--- src/rtl/switch_allocator.sv ---
// rtl/switch_allocator.sv - round-robin switch allocator with per-output credit gating
//
// Ports:
//   clk, reset_n        clock, asynchronous active-low reset
//   req_valid[i]        input i has a head flit
//   req_port[i]         one-hot requested output of input i
//   credit_in[o]        one credit returned on output o (single-cycle pulse)
//   grant[i]            combinational: input i wins this cycle and pops its head flit
//   sa_mapping[i]       registered one-hot output for input i (crossbar select)
//   sa_valid[i]         registered per-input valid for the crossbar
//   credit_cnt[o]       current downstream credits on output o
//   credit_err          sticky: a credit return would have exceeded BUF_DEPTH

module switch_allocator #(
    parameter int NUM_PORTS = 4,
    parameter int BUF_DEPTH = 4,
    localparam int CW = $clog2(BUF_DEPTH + 1)
) (
    input  logic                 clk,
    input  logic                 reset_n,
    input  logic [NUM_PORTS-1:0] req_valid,
    input  logic [NUM_PORTS-1:0] req_port [NUM_PORTS],
    input  logic [NUM_PORTS-1:0] credit_in,
    output logic [NUM_PORTS-1:0] grant,
    output logic [NUM_PORTS-1:0] sa_mapping [NUM_PORTS],
    output logic [NUM_PORTS-1:0] sa_valid,
    output logic [CW-1:0]        credit_cnt [NUM_PORTS],
    output logic                 credit_err
);

    localparam int PW = (NUM_PORTS > 1) ? $clog2(NUM_PORTS) : 1;
    localparam logic [CW-1:0]        FULL    = CW'(BUF_DEPTH);
    localparam logic [CW-1:0]        CNT_ONE = CW'(1);
    localparam logic [PW-1:0]        PTR_ONE = PW'(1);
    localparam logic [PW-1:0]        PTR_MAX = PW'(NUM_PORTS - 1);
    localparam logic [NUM_PORTS-1:0] VEC_ONE = NUM_PORTS'(1);

    logic [NUM_PORTS-1:0] req_ok;
    logic [NUM_PORTS-1:0] req_mat [NUM_PORTS];  // req_mat[o][i]: input i eligible for output o
    logic [PW-1:0]        rr_ptr  [NUM_PORTS];
    logic [NUM_PORTS-1:0] out_gnt;
    logic [PW-1:0]        out_win [NUM_PORTS];
    logic [NUM_PORTS-1:0] win_oh  [NUM_PORTS];
    logic [CW-1:0]        cnt_next [NUM_PORTS];
    logic [NUM_PORTS-1:0] ovf;

    // A request only counts when its output select is exactly one-hot;
    // zero or multi-hot selects are ignored entirely.
    always_comb begin
        for (int i = 0; i < NUM_PORTS; i++) begin
            req_ok[i] = req_valid[i] && (req_port[i] != '0) &&
                        ((req_port[i] & (req_port[i] - VEC_ONE)) == '0);
        end
    end

    // Arbitration looks only at the registered credit count, so credit_in
    // never reaches grant combinationally.
    always_comb begin
        for (int o = 0; o < NUM_PORTS; o++) begin
            for (int i = 0; i < NUM_PORTS; i++) begin
                req_mat[o][i] = req_ok[i] && req_port[i][o] && (credit_cnt[o] != '0);
            end
        end
    end

    // Per-output round-robin: scan from rr_ptr upward with wrap, first hit wins.
    always_comb begin
        int idx;
        idx = 0;
        for (int o = 0; o < NUM_PORTS; o++) begin
            out_gnt[o] = 1'b0;
            out_win[o] = '0;
            win_oh[o]  = '0;
            for (int k = 0; k < NUM_PORTS; k++) begin
                idx = int'(rr_ptr[o]) + k;
                if (idx >= NUM_PORTS) begin
                    idx = idx - NUM_PORTS;
                end
                if (!out_gnt[o] && req_mat[o][idx]) begin
                    out_gnt[o]     = 1'b1;
                    out_win[o]     = PW'(idx);
                    win_oh[o][idx] = 1'b1;
                end
            end
        end
    end

    // Each input asks for one output, so OR-ing the per-output winners
    // can never give an input two grants.
    always_comb begin
        grant = '0;
        for (int o = 0; o < NUM_PORTS; o++) begin
            grant = grant | win_oh[o];
        end
    end

    // Credit update: a grant and a return in the same cycle cancel; a return
    // with the counter already full saturates and flags an error.
    always_comb begin
        for (int o = 0; o < NUM_PORTS; o++) begin
            cnt_next[o] = credit_cnt[o];
            ovf[o]      = 1'b0;
            if (credit_in[o] && !out_gnt[o]) begin
                if (credit_cnt[o] >= FULL) begin
                    ovf[o] = 1'b1;
                end else begin
                    cnt_next[o] = credit_cnt[o] + CNT_ONE;
                end
            end else if (!credit_in[o] && out_gnt[o]) begin
                cnt_next[o] = credit_cnt[o] - CNT_ONE;
            end
        end
    end

    always_ff @(posedge clk or negedge reset_n) begin
        if (!reset_n) begin
            for (int o = 0; o < NUM_PORTS; o++) begin
                rr_ptr[o]     <= '0;
                credit_cnt[o] <= FULL;
                sa_mapping[o] <= '0;
            end
            sa_valid   <= '0;
            credit_err <= 1'b0;
        end else begin
            for (int o = 0; o < NUM_PORTS; o++) begin
                if (out_gnt[o]) begin
                    rr_ptr[o] <= (out_win[o] == PTR_MAX) ? '0 : out_win[o] + PTR_ONE;
                end
                credit_cnt[o] <= cnt_next[o];
            end
            for (int i = 0; i < NUM_PORTS; i++) begin
                sa_mapping[i] <= grant[i] ? req_port[i] : '0;
            end
            sa_valid <= grant;
            if (|ovf) begin
                credit_err <= 1'b1;
            end
        end
    end

endmodule

--- config.mk ---
export PLATFORM = sky130hd
export DESIGN_NAME = switch_allocator
export DESIGN_NICKNAME = d
export VERILOG_FILES = /design/src/rtl/switch_allocator.sv
export SDC_FILE = /design/constraint.sdc
export NUM_CORES = 1
export LEC_CHECK = 0
export ABC_AREA = 1
export ABC_CLOCK_PERIOD_IN_PS = 4150
export CELL_PAD_IN_SITES_DETAIL_PLACEMENT = 0
export CELL_PAD_IN_SITES_GLOBAL_PLACEMENT = 1
export CORE_MARGIN = 2
export CORE_UTILIZATION = 49
export DETAILED_ROUTE_END_ITERATION = 7
export DONT_BUFFER_PORTS = 1
export GPL_ROUTABILITY_DRIVEN = 0
export HOLD_SLACK_MARGIN = 0.05
export PLACE_DENSITY_LB_ADDON = 0.1
export SYNTH_ARGS = -nofsm -noshare
export SYNTH_HDL_FRONTEND = slang
export SYNTH_SLANG_ARGS = --single-unit
--- constraint.sdc ---
create_clock -name clk -period 4.15 [get_ports clk]
set_input_delay 0.6225 -clock clk [delete_from_list [all_inputs] [get_ports clk]]
set_output_delay 0.6225 -clock clk [all_outputs]
set_load 0.01 [all_outputs]
# Word level (Yosys, flattened, before mapping)
# Cells that the tools add are included.
# Widths: inputs -> output; s select.
# classes
reduce_logical,117
muxes,172
n_addsub,44
order_cmp,52
bitwise_logic,19
eq_ne,8
# op_table
op,n
$ge 32x1->1 const B,16
$lt 32x4->1 const B,16
$mux 32,16
$mux 4,20
$logic_and 1x1->1,76
$mux 1,72
$or 4x4->4,15
$ge 3x3->1 const B,16
$sub 3x3->4 const B,12
$mux 2,20
$mux 3,12
$bmux 1 s2,16
$demux 1 s2,16
$add 2x2->3 const B,8
$logic_not 1->1,20
$and 4x4->4,4
$logic_not 4->1,4
$reduce_bool 4->1,4
$sub 2x3->4 const B,4
$sub 4x1->4 const B,4
$add 2x1->3 const B,4
$add 3x1->3 const B,4
$ge 2x3->1 const B,4
$reduce_bool 3->1,4
7 further kinds,25
# totals
elab_cells,426
reg_bits,41
out_inout_bits,37
inputBits,26

# Longest topological paths before layout
# Gate-level depths: netlist (run 1).
# logic_depth
word_depth,23
ltp_mapped,18
depth_no_buf,18

# Least setup slack after synthesis (run 1)
# Ideal clock, no wire load.
# synth_timing
path_type,input -> output
startpoint,in req_port[6] in the netlist's numbering
endpoint,out grant[2]
required_ps,3527
setup_slack_ps,1492
path_buffers,1
arrival_ps,2036
path_stages,17
cell_sequence,inv_2 nand2_1 nand2_1 nand2_2 nor2_8 nand3_2 nand2_2 nand2_4 nand2_8 nor2_4 buf_6 nand3_2 nand2_1 nor2_2 nand3_2 nor2_4 inv_2
# synth_between
elab_chain_cells,22
elab_cells_between_ends,129
cone_classes,add/sub (1); mux (76); bitwise (16); reduce/logical (36)
# synth_rtl
item,line,source
"start, declared",22,"input logic [NUM_PORTS-1:0] req_port [NUM_PORTS],"
$sub 4x1->4,52,((req_port[i] & (req_port[i] - VEC_ONE)) == '0);
$and 4x4->4,52,
$logic_not 4->1,52,
$logic_and 1x1->1,51,req_ok[i] = req_valid[i] && (req_port[i] != '0) &&
$logic_and 1x1->1 (2 in a row),61,req_mat[o][i] = req_ok[i] && req_port[i][o] && (credit_cnt[o] != '0);
$bmux 1 s2,79,if (!out_gnt[o] && req_mat[o][idx]) begin
$mux 1 (implied by the code) (2 in a row),79,
$mux 1,79,
[... 3 more ...],n/a,
$logic_not 1->1,79,
$logic_and 1x1->1,79,
$mux 1,79,
$logic_not 1->1,79,
$logic_and 1x1->1,79,
$mux 4,79,
$or 4x4->4 (2 in a row),93,grant = grant | win_oh[o];
$or 4x4->4 (*),93,
"end, declared",24,"output logic [NUM_PORTS-1:0] grant,"
# Every way passes the cells marked *; elsewhere a longest branch is shown, timed or not. The select of a mux whose other input is x is not followed.

# Worst setup path after layout (run 1)
# layout_timing
startpoint,reg rr_ptr[4] in the netlist's numbering
endpoint,out grant[2]
# layout_between
elab_chain_cells,18
elab_cells_between_ends,66
cone_classes,add/sub (7); order compare (12); mux (31); bitwise (6); reduce/logical (10)
# layout_rtl
item,line,source
"start, declared",40,logic [PW-1:0] rr_ptr [NUM_PORTS];
"start signal, assigned by index",127,rr_ptr[o] <= (out_win[o] == PTR_MAX) ? '0 : out_win[o] + PTR_ONE;
branches (longest 14 deep; another with $ge 32x1->1),n/a,
$mux 4 (*),79,
$or 4x4->4 (*) (3 in a row),93,
# Mark *: on every way between the ends. The select of a mux whose other input is x is not followed.

==> flow_summary.ini, run 1 <==
[floorplan]
fp.dieW_um = 93.3
die_area_um2 = 8700
ios = 63
die_height_um = 93.3
coreArea_um2 = 7730
placementRows = 32
start_util_pct = 50.5

[routing]
route.detailed.drc = 0
dr.pass1.iters = 5
drt.antenna.violating_nets = 0
wl_per_cell_um = 15.6
vias = 3800
viasPerCell = 5.48
drt_iter0_markers = 259
totalWireLength_um = 10800

[yosys]
async_flop_share_pct = 100
synth_area_leader_cell = dfrtp_1
synth-main-ff-cell = dfrtp_1
ys_seq_elements = 41
synth.most_common_cell = nand2_1
yosysSeqAreaShare_pct = 26.4
syn_area_um2 = 3900
syn_inst = 585
yosys.area.top_type_share_pct = 23.7
avgSynthCellArea_um2 = 6.68
synth_cell_types = 29
synth_edf_count = 0
syn_nets = 642
ys_top_cells_by_area = dfrtp_1 24%, nand2_1 17%, nand3_1 13%
synth_commonest_cells = 181 x nand2_1, 102 x nand3_1, 62 x nor2_1
ys.warnings.count = 0

[sta]
skew_ns = 0.0102
setup-tns-final_ns = 0
finalCriticalPeriod_ns = 3.43
rsz0062_at_grt = false
final-max-slew-violation-count = 0
slew-limit-headroom_pct = 71.6
min_period_over_period_pct = 82.6
max_freq_ghz = 0.292
worst_pin_slew_ns = 0.426
finalSetupViolCount = 0
final_hold_viol_count = 0

[clock_tree]
ctsResizeCount = 0
clk_pin_slew_ns = 0.10
clock-sinks = 41
post-cts-setup-buffers = 0
clockBufferDepth = 2
cts-root-buf = clkbuf_8
cts_tree = built
htree_levels = 2
hold_buffers = 1
cts_buffers = 5
clock_latency_ns = 0.31

[global_route]
grt_pass1_vias = 3696
grt_max_degree = 38
grt_pass1_wl_um = 17900
grt_usage_pct = 26.3
overflow = 0
antenna_found_initial = 0

[worst_setup_path]
path_delay_family = simple AND/OR/NAND/NOR gates
crit_fanout = 11
critPathArrivalTime_ns = 2.80
cp_slowest_cell = dfrtp_1
path_class = flip-flop to output port
crit_path_start_kind = flip-flop
end_kind = output port
crit_path_frequent_cell = inv_1
critical_path_buf_inv_count = 4
cpPeakStageDelay_ns = 0.59
crit_chain = inv_1, ha_1, inv_1, nand3_1, nand2_1, nand2_4, inv_1, nand3_1, nand2_1, nor2_2, nand3_2, nor2_4, inv_2
worstPathRequired_ns = 3.53
crit_path_start = rr_ptr[4]
r2r_start = rr_ptr[3]

[place]
place_area_um2 = 4020
dp.cells = 685
numPortBuffers = 0
hpwl_um = 8420

[final_layout]
instances_no_fill = 694
drive_above_1_share_pct = 14.7
areaGrowthSynthToFinish_pct = 5.67
finalNetCount = 648
final_area_um2 = 4130
antennaDiodeCount = 0

[power]
p_total_w = 0.00306
p_leak_nw = 2.27
power_density_nw_per_um2 = 743
vdd_drop_max_mv = 0.355

[worst_hold_path]
hold_path.class = primary input to async pin

[job]
maxCapViolations = 0

[status]
outcome = completed
cells by family (layout without fill, tap and decap cells):
logic type                 after synthesis  count (layout)  synth area share [%]
and+or+nand+nor                        414             414                  51.4
AOI/OAI and AO/OA                       18              18                  2.56
DFF                                     41              41                  26.4
adders and majority gates               31              31                  10.7
xor gates and xnor gates                 7               7                  1.57
buffers and inverters                   74              81                  7.34
registers in the layout, summed over array words and instances, names as in the netlist:
register    count
credit_err      1
sa_mapping     16
rr_ptr          8
sa_valid        4
credit_cnt     12
worst paths after layout:
path / depth (start not counted) / slack (ns) / endpoint
setup reg to reg: 13 / 1.10 / credit_cnt[5]
hold / removal: 0 / 0.14 / credit_cnt[11]
max in group asynchronous: 1 / 3.81 / sa_mapping[5]
min in group clk: 2 / 0.43 / sa_mapping[0]
setup / recovery: 13 / 0.72 / grant[2]
hold reg to reg: 2 / 0.60 / credit_err
layout make-up:
type / count / area [um2]
fill: 759 / 3600
timing repair buffer: 1 / 20.0
clock inverter: 3 / 21.3
inverter: 72 / 270
multi-input combinational: 470 / 2590
sequential: 41 / 1030
tap: 102 / 128
clock buffer: 5 / 68.8
worst reg2reg max path: cells and delay by family (launching register included):
kind,cells,cell delay [ns]
xor gates and xnor gates,1,0.15
buffers and inverters,3,0.44
DFF,1,0.61
and+or+nand+nor,7,0.97
adders and majority gates,2,0.82
routing by layer:
layer / up-vias / global-route usage (%) / wire [um]
met5: - / 0 / 0
met4: 0 / 10.3 / 370
met3: 30 / 4.51 / 565
met2: 121 / 44.2 / 5030
met1: 1764 / 33.7 / 4860
li1: 1885 / - / -
layout by cell type (no fill, tap or decap):
master / instances
inv_6: 1
clkbuf_8: 5
nand3b_1: 1
nand3_1: 102
nand2_2: 15
o21ai_1: 1
a21oi_1: 5
o211ai_1: 1
inv_2: 19
fa_1: 4
nand4_1: 14
o2111ai_1: 1
nor3_2: 5
nand3b_2: 1
nor2_1: 62
nand2_1: 181
nand2_4: 4
xor2_1: 7
clkinv_2: 1
ha_1: 27
o21ai_0: 9
nand2_8: 1
dfstp_2: 4
dfrtp_1: 37
nand3_2: 6
nor2_2: 11
nor2_8: 2
o21ai_2: 1
clkinvlp_4: 1
inv_1: 53
buf_12: 1
nor2_4: 9
where the power goes:
part	switching (W)	total, W	internal, W
logic	0.00132	0.00192	0.000605
registers	0.000279	0.000855	0.000576
clock network	0.000166	0.000286	0.000120
stage by stage:
step                utilization, %  hold WS (ns)  setup slack [ns]
floorplan                        -         0.327              1.49
detailed placement            52.0         0.328              1.06
global route                  53.4         0.126             0.514
global placement              52.0         0.328              1.08
CTS                           53.4         0.140             0.782
finish                        53.4         0.142             0.723
Power figures use the tool's default switching activity.
==> run 2: changes to the inputs <==
ABC_AREA = 0   (was 1)
ABC_CLOCK_PERIOD_IN_PS = 2700   (was 4150)
CORE_UTILIZATION = 45   (was 49)
clock period = 2.7 ns   (was 4.15 ns; I/O delays follow)
==> flow_summary.ini, run 2 <==
[sta]
slew-limit-headroom_pct = 54.7
worst_pin_slew_ns = 0.677
finalSetupViolCount = 4
max_freq_ghz = 0.340
skew_ns = 0.0155
fin_ws_ns = -0.242
final-max-slew-violation-count = 0
rsz0062_at_grt = true
finalCriticalPeriod_ns = 2.94
min_period_over_period_pct = 109
final_hold_viol_count = 0

[floorplan]
die_area_um2 = 10100
die_height_um = 100
ios = 63
coreArea_um2 = 9110
start_util_pct = 45.9
fp.dieW_um = 100
placementRows = 35

[yosys]
synth.most_common_cell = dfrtp_1
async_flop_share_pct = 100
synth-main-ff-cell = dfrtp_1
ys_seq_elements = 41
avgSynthCellArea_um2 = 8.81
synth_area_leader_cell = dfrtp_1
synth_commonest_cells = 37 x dfrtp_1, 36 x nand2_1, 27 x ha_1
synth_xor_area_share_pct = 1.05
syn_inst = 475
ys_top_cells_by_area = dfrtp_1 22%, ha_1 8.1%, nand2_1 3.2%
synth_top_family_by_area = compound AO/OA/AOI/OAI gates
post_synth_and_or_nand_nor_area_fraction_pct = 23.7
ys.warnings.count = 0
synth_cell_types = 81
synth_edf_count = 0
syn_nets = 532
yosys.area.top_type_share_pct = 22.1
syn_area_um2 = 4180
synth_mux_area_share_pct = 3.92
synthAdderAreaFrac_pct = 9.99
synth_compound_area_share_pct = 32.5
yosysSeqAreaShare_pct = 24.6

[global_route]
gr-max-usage-layer = met2
use_met3_pct = 7.24
use_met1_pct = 40.9
grt_pass1_vias = 4553
met2_usage_pct = 48.9
grt_pass1_wl_um = 24200
grt_max_degree = 42
antenna_found_initial = 0
grt_usage_pct = 30.8
overflow = 0

[place]
hpwl_um = 11600
dp.cells = 677
pre_cts_ws_ns = -0.272
numPortBuffers = 0
place_area_um2 = 5210

[final_layout]
reg_top3 = sa_mapping x16, credit_cnt x12, rr_ptr x8
antennaDiodeCount = 0
drive_above_1_share_pct = 42.1
final_common_cell = buf_4
top_register = sa_mapping
largest_reg_flops = 16
areaGrowthSynthToFinish_pct = 39.7
mostFrequentLayoutCells = 120 x buf_4, 34 x dfrtp_1, 27 x nand2_1, 24 x nor2_1, 23 x ha_1
instances_no_fill = 702
finalNetCount = 648
final_area_um2 = 5840

[status]
outcome = finished, violations left
violations = setup timing

[worst_hold_path]
min_from = credit_in[3]
hold_end = credit_cnt[2]
whs_path_depth = 2
hold_path.class = primary input to flip-flop

[clock_tree]
clock-sinks = 41
clockBufferDepth = 2
htree_levels = 2
cts_buffers = 5
cts-root-buf = clkbuf_8
clock_latency_ns = 0.30
clk_pin_slew_ns = 0.08
cts_tree = built

[routing]
drt.antenna.violating_nets = 0
drt_iter0_markers = 372
dr.pass1.iters = 5
route.detailed.drc = 0
viasPerCell = 6.54
wl_per_cell_um = 21.8
totalWireLength_um = 15300
vias = 4593

[power]
p_sw_w = 0.00218
p_comb_share_pct = 66.5
p_int_w = 0.00257
p_total_w = 0.00475
swShare_pct = 45.9
p_leak_nw = 2.39
seq_power_share_pct = 23.2
vdd_drop_max_mv = 0.484
power_density_nw_per_um2 = 812
clkPwrFrac_pct = 10.3

[worst_setup_path]
r2r_start = rr_ptr[0]
r2r_slack_ns = 0.12
critPathArrivalTime_ns = 2.54
worstPathRequired_ns = 2.30
ff2ff_path_depth = 10
end_kind = output port
crit_path_start_kind = primary input
rr_endpoint = rr_ptr[1]
path_class = primary input to output port
crit_fanout = 6

[job]
maxCapViolations = 0
==> run 2: cell types whose count changed after synthesis, moves of 10 or more <==
cell | before | now
nor2_2 | 11 | 0
nand2_1 | 181 | 36
nand4_1 | 14 | 2
a21boi_0 | 0 | 10
inv_1 | 53 | 22
nand3_1 | 102 | 13
a211oi_1 | 0 | 17
nor3_1 | 0 | 14
a21oi_1 | 5 | 19
clkbuf_1 | 0 | 13
nand2_2 | 15 | 0
nor2_1 | 62 | 24
inv_2 | 19 | 0
==> run 2: how the worst max path moves through the flow <==
stage	end	cells after the start	slack, ns	from
floorplan	grant[3]	7	-0.12	req_port[4]
global placement	grant[3]	7	-0.22	req_port[6]
detailed placement	grant[3]	7	-0.27	req_port[6]
CTS	grant[1]	8	-0.19	req_port[5]
global route	grant[3]	7	-0.30	req_port[4]
finish	grant[3]	7	-0.24	req_port[5]
==> run 2: repair_timing <==
| action | CTS | global route |
|---|---|---|
| buffers inserted | 10 | 9 |
| gates resized for setup | 46 | 31 |
| endpoints found under the setup margin | 4 | 8 |
| pin swaps | 21 | 25 |
| endpoints found under the hold margin | 41 | 0 |
| hold buffers | 2 | 0 |
==> run 2: through the flow <==
step	hold slack, ns	util [%]	TNS (ns)
6_report	0.220	64.2	-0.693
5_1_grt	0.240	64.2	-0.949
4_1_cts	0.221	62.0	-0.544
3_5_place_dp	0.110	57.2	-2.09
3_3_place_gp	0.110	57.2	-1.26
2_1_floorplan	0.109	-	-0.236
==> run 2: cells by family (layout without fill, tap and decap cells) <==
| kind of cell | after synthesis | count (layout) |
|---|---|---|
| adder cells (fa/ha/maj) | 31 | 31 |
| flip-flops | 41 | 41 |
| buffers and inverters | 45 | 161 |
| AO/OA/AOI/OAI | 171 | 171 |
| AND/OR/NAND/NOR | 170 | 170 |
| multiplexers | 12 | 12 |
| XOR/XNOR | 5 | 5 |
==> run 2: layout make-up <==
type                    count  area, um2
repair buffers            129       1020
multi-input cells         389       3440
clock inverters             2       35.0
inverters                  25        109
fillers                   765       3260
well taps                 111        139
clock buffers               5       68.8
flip-flops and latches     41       1030
==> run 2: power groups by stage <==
stage          combinational (W)  sequential, W  clock [W]
2_1_floorplan            0.00150        0.00120          0
3_3_place_gp             0.00260        0.00109          0
3_5_place_dp             0.00263        0.00109          0
4_1_cts                  0.00293        0.00109   0.000498
5_1_grt                  0.00340        0.00115   0.000520
6_report                 0.00316        0.00110   0.000491
==> run 2: worst max-delay path, cell delays in order <==
cell and delay, ns:
or3b_4 0.40, o211a_1 0.24, mux4_2 0.48, and4_4 0.20, a22o_1 0.24, a2111oi_4 0.40
nand2_2 0.16
==> run 2: routing by layer <==
| layer | wire [um] | vias up |
|---|---|---|
| met1 | 6380 | 2185 |
| met3 | 1470 | 40 |
| li1 | - | 2101 |
| met4 | 441 | 0 |
| met5 | 0 | - |
| met2 | 7000 | 267 |
==> run 3: changes to the inputs <==
ABC_CLOCK_PERIOD_IN_PS = 3700   (was 2700)
CORE_UTILIZATION = 53   (was 45)
clock period = 3.7 ns   (was 2.7 ns; I/O delays follow)
==> flow_summary.ini, run 3 (synthesis gave the netlist of run 2 again) <==
[status]
outcome = completed

[clock_tree]
post-cts-setup-buffers = 0
cts-root-buf = clkbuf_8
cts_buffers = 5
clockBufferDepth = 2
clk_pin_slew_ns = 0.10
clock_latency_ns = 0.31
clock-sinks = 41
htree_levels = 2
cts_tree = built

[global_route]
grt_max_degree = 38
overflow = 0
grt_pass1_wl_um = 20700
grt_usage_pct = 30.5
antenna_found_initial = 0
grt_pass1_vias = 3917

[power]
seq_power_share_pct = 31.9
p_comb_share_pct = 54.3
power_density_nw_per_um2 = 599
clkPwrFrac_pct = 13.8
vdd_drop_max_mv = 0.339
p_leak_nw = 1.79
swShare_pct = 48.6
p_int_w = 0.00141
p_sw_w = 0.00133

[routing]
viasPerCell = 7.09
drt.antenna.violating_nets = 0
route.detailed.drc = 0
drt_iter0_markers = 543
dr.pass1.iters = 5
wl_per_cell_um = 22.0
vias = 4207
totalWireLength_um = 13000

[worst_setup_path]
worstSetupEndpoint = grant[2]
ff2ff_path_depth = 9
crit_fanout = 10
rr_endpoint = sa_mapping[8]
end_kind = output port
r2r_slack_ns = 0.82
r2r_start = rr_ptr[6]
worstPathRequired_ns = 3.14
critPathArrivalTime_ns = 2.97
crit_path_start_kind = flip-flop
crit_path_start = rr_ptr[6]
path_class = flip-flop to output port

[sta]
min_period_over_period_pct = 95.3
max_freq_ghz = 0.284
worst_pin_slew_ns = 0.783
slew-limit-headroom_pct = 47.7
setup-tns-final_ns = 0
finalSetupViolCount = 0
skew_ns = 0.0157
final-max-slew-violation-count = 0
rsz0062_at_grt = false
finalCriticalPeriod_ns = 3.53
final_hold_viol_count = 0

[worst_hold_path]
hold_path.class = primary input to async pin

[place]
numPortBuffers = 0
hpwl_um = 9960
place_area_um2 = 4430

[final_layout]
fillCellCount = 715
final_area_um2 = 4590
antennaDiodeCount = 0
post-route-util_pct = 59.7
largest_reg_flops = 16
mostFrequentLayoutCells = 36 x nand2_1, 36 x dfrtp_1, 27 x buf_4, 25 x ha_1, 24 x nor2_1
drive_above_1_share_pct = 16.5
top_register = sa_mapping
areaGrowthSynthToFinish_pct = 9.60
finalNetCount = 547
reg_top3 = sa_mapping x16, credit_cnt x12, rr_ptr x8

[floorplan]
placementRows = 32
fp.dieW_um = 92.9
ios = 63
die_area_um2 = 8620
start_util_pct = 54.4
die_height_um = 92.9
coreArea_um2 = 7690

[job]
maxCapViolations = 0
-- run 3: cell count changes in the layout (fill, tap and decap cells not counted), moves of 5 or more --
cell and change:
or3_1 +5, nand2_2 -8, buf_6 -6, or3_4 -5, inv_1 +5, a211oi_1 +6, buf_4 -93, inv_2 -5
nand2_1 +9
-- run 3: how the worst min path moves through the flow --
stage / slack (ns) / startpoint / end
5_1_grt: 0.07 / reset_n / credit_cnt[11]
4_1_cts: 0.08 / reset_n / credit_cnt[11]
3_3_place_gp: 0.26 / reset_n / sa_mapping[14]
6_report: 0.08 / reset_n / credit_cnt[11]
2_1_floorplan: 0.26 / reset_n / credit_cnt[0]
3_5_place_dp: 0.26 / reset_n / sa_mapping[3]
-- run 3: routing by layer --
layer	global-route usage (%)	vias up	part of all wire (%)
li1	-	1906	-
met1	41.7	2025	41
met2	48.9	238	46
met3	5.04	38	9.3
met4	10.7	0	3.1
met5	0	-	0
-- run 3: layout make-up --
cell class / count / area, um2 / area share (%)
repair buffers: 28 / 223 / 4.86
clock inverters: 2 / 38.8 / 0.846
inverters: 25 / 93.8 / 2.05
multi-input cells: 389 / 3000 / 65.4
clock buffers: 6 / 72.6 / 1.58
well taps: 102 / 128 / 2.78
flip-flops and latches: 41 / 1030 / 22.5
-- run 3: power groups by stage --
stage | logic (W) | registers [W] | clock network, W
6_report | 0.00149 | 0.000875 | 0.000378
5_1_grt | 0.00164 | 0.000911 | 0.000402
4_1_cts | 0.00145 | 0.000880 | 0.000381
3_5_place_dp | 0.00143 | 0.000890 | 0
3_3_place_gp | 0.00141 | 0.000882 | 0
2_1_floorplan | 0.000989 | 0.000871 | 0
-- run 3: timing repair --
item / CTS / global route
endpoints found under the hold margin: 37 / 0
hold buffers: 1 / 0
endpoints found under the setup margin: 0 / 4
gates resized for setup: 0 / 6
-- run 3: stage by stage --
| step | cells | total power (W) | worst slack [ns] | hold slack, ns |
|---|---|---|---|---|
| 2_1_floorplan | 475 | 0.00186 | 0.341 | 0.259 |
| 5_1_grt | 593 | 0.00296 | 0.00221 | 0.0662 |
| 3_3_place_gp | 584 | 0.00230 | 0.245 | 0.260 |
| 3_5_place_dp | 584 | 0.00232 | 0.199 | 0.260 |
| 6_report | 593 | 0.00275 | 0.175 | 0.0754 |
| 4_1_cts | 593 | 0.00271 | 0.0927 | 0.0764 |
-- run 3: critical path, stage by stage (launching register included) --
cell	delay, ns
dfrtp_1	0.36
clkinv_1	0.30
ha_2	0.54
a211oi_1	0.07
a22o_1	0.29
a211oi_2	0.35
a2bb2oi_1	0.23
o2111a_1	0.36
nand2_1	0.16
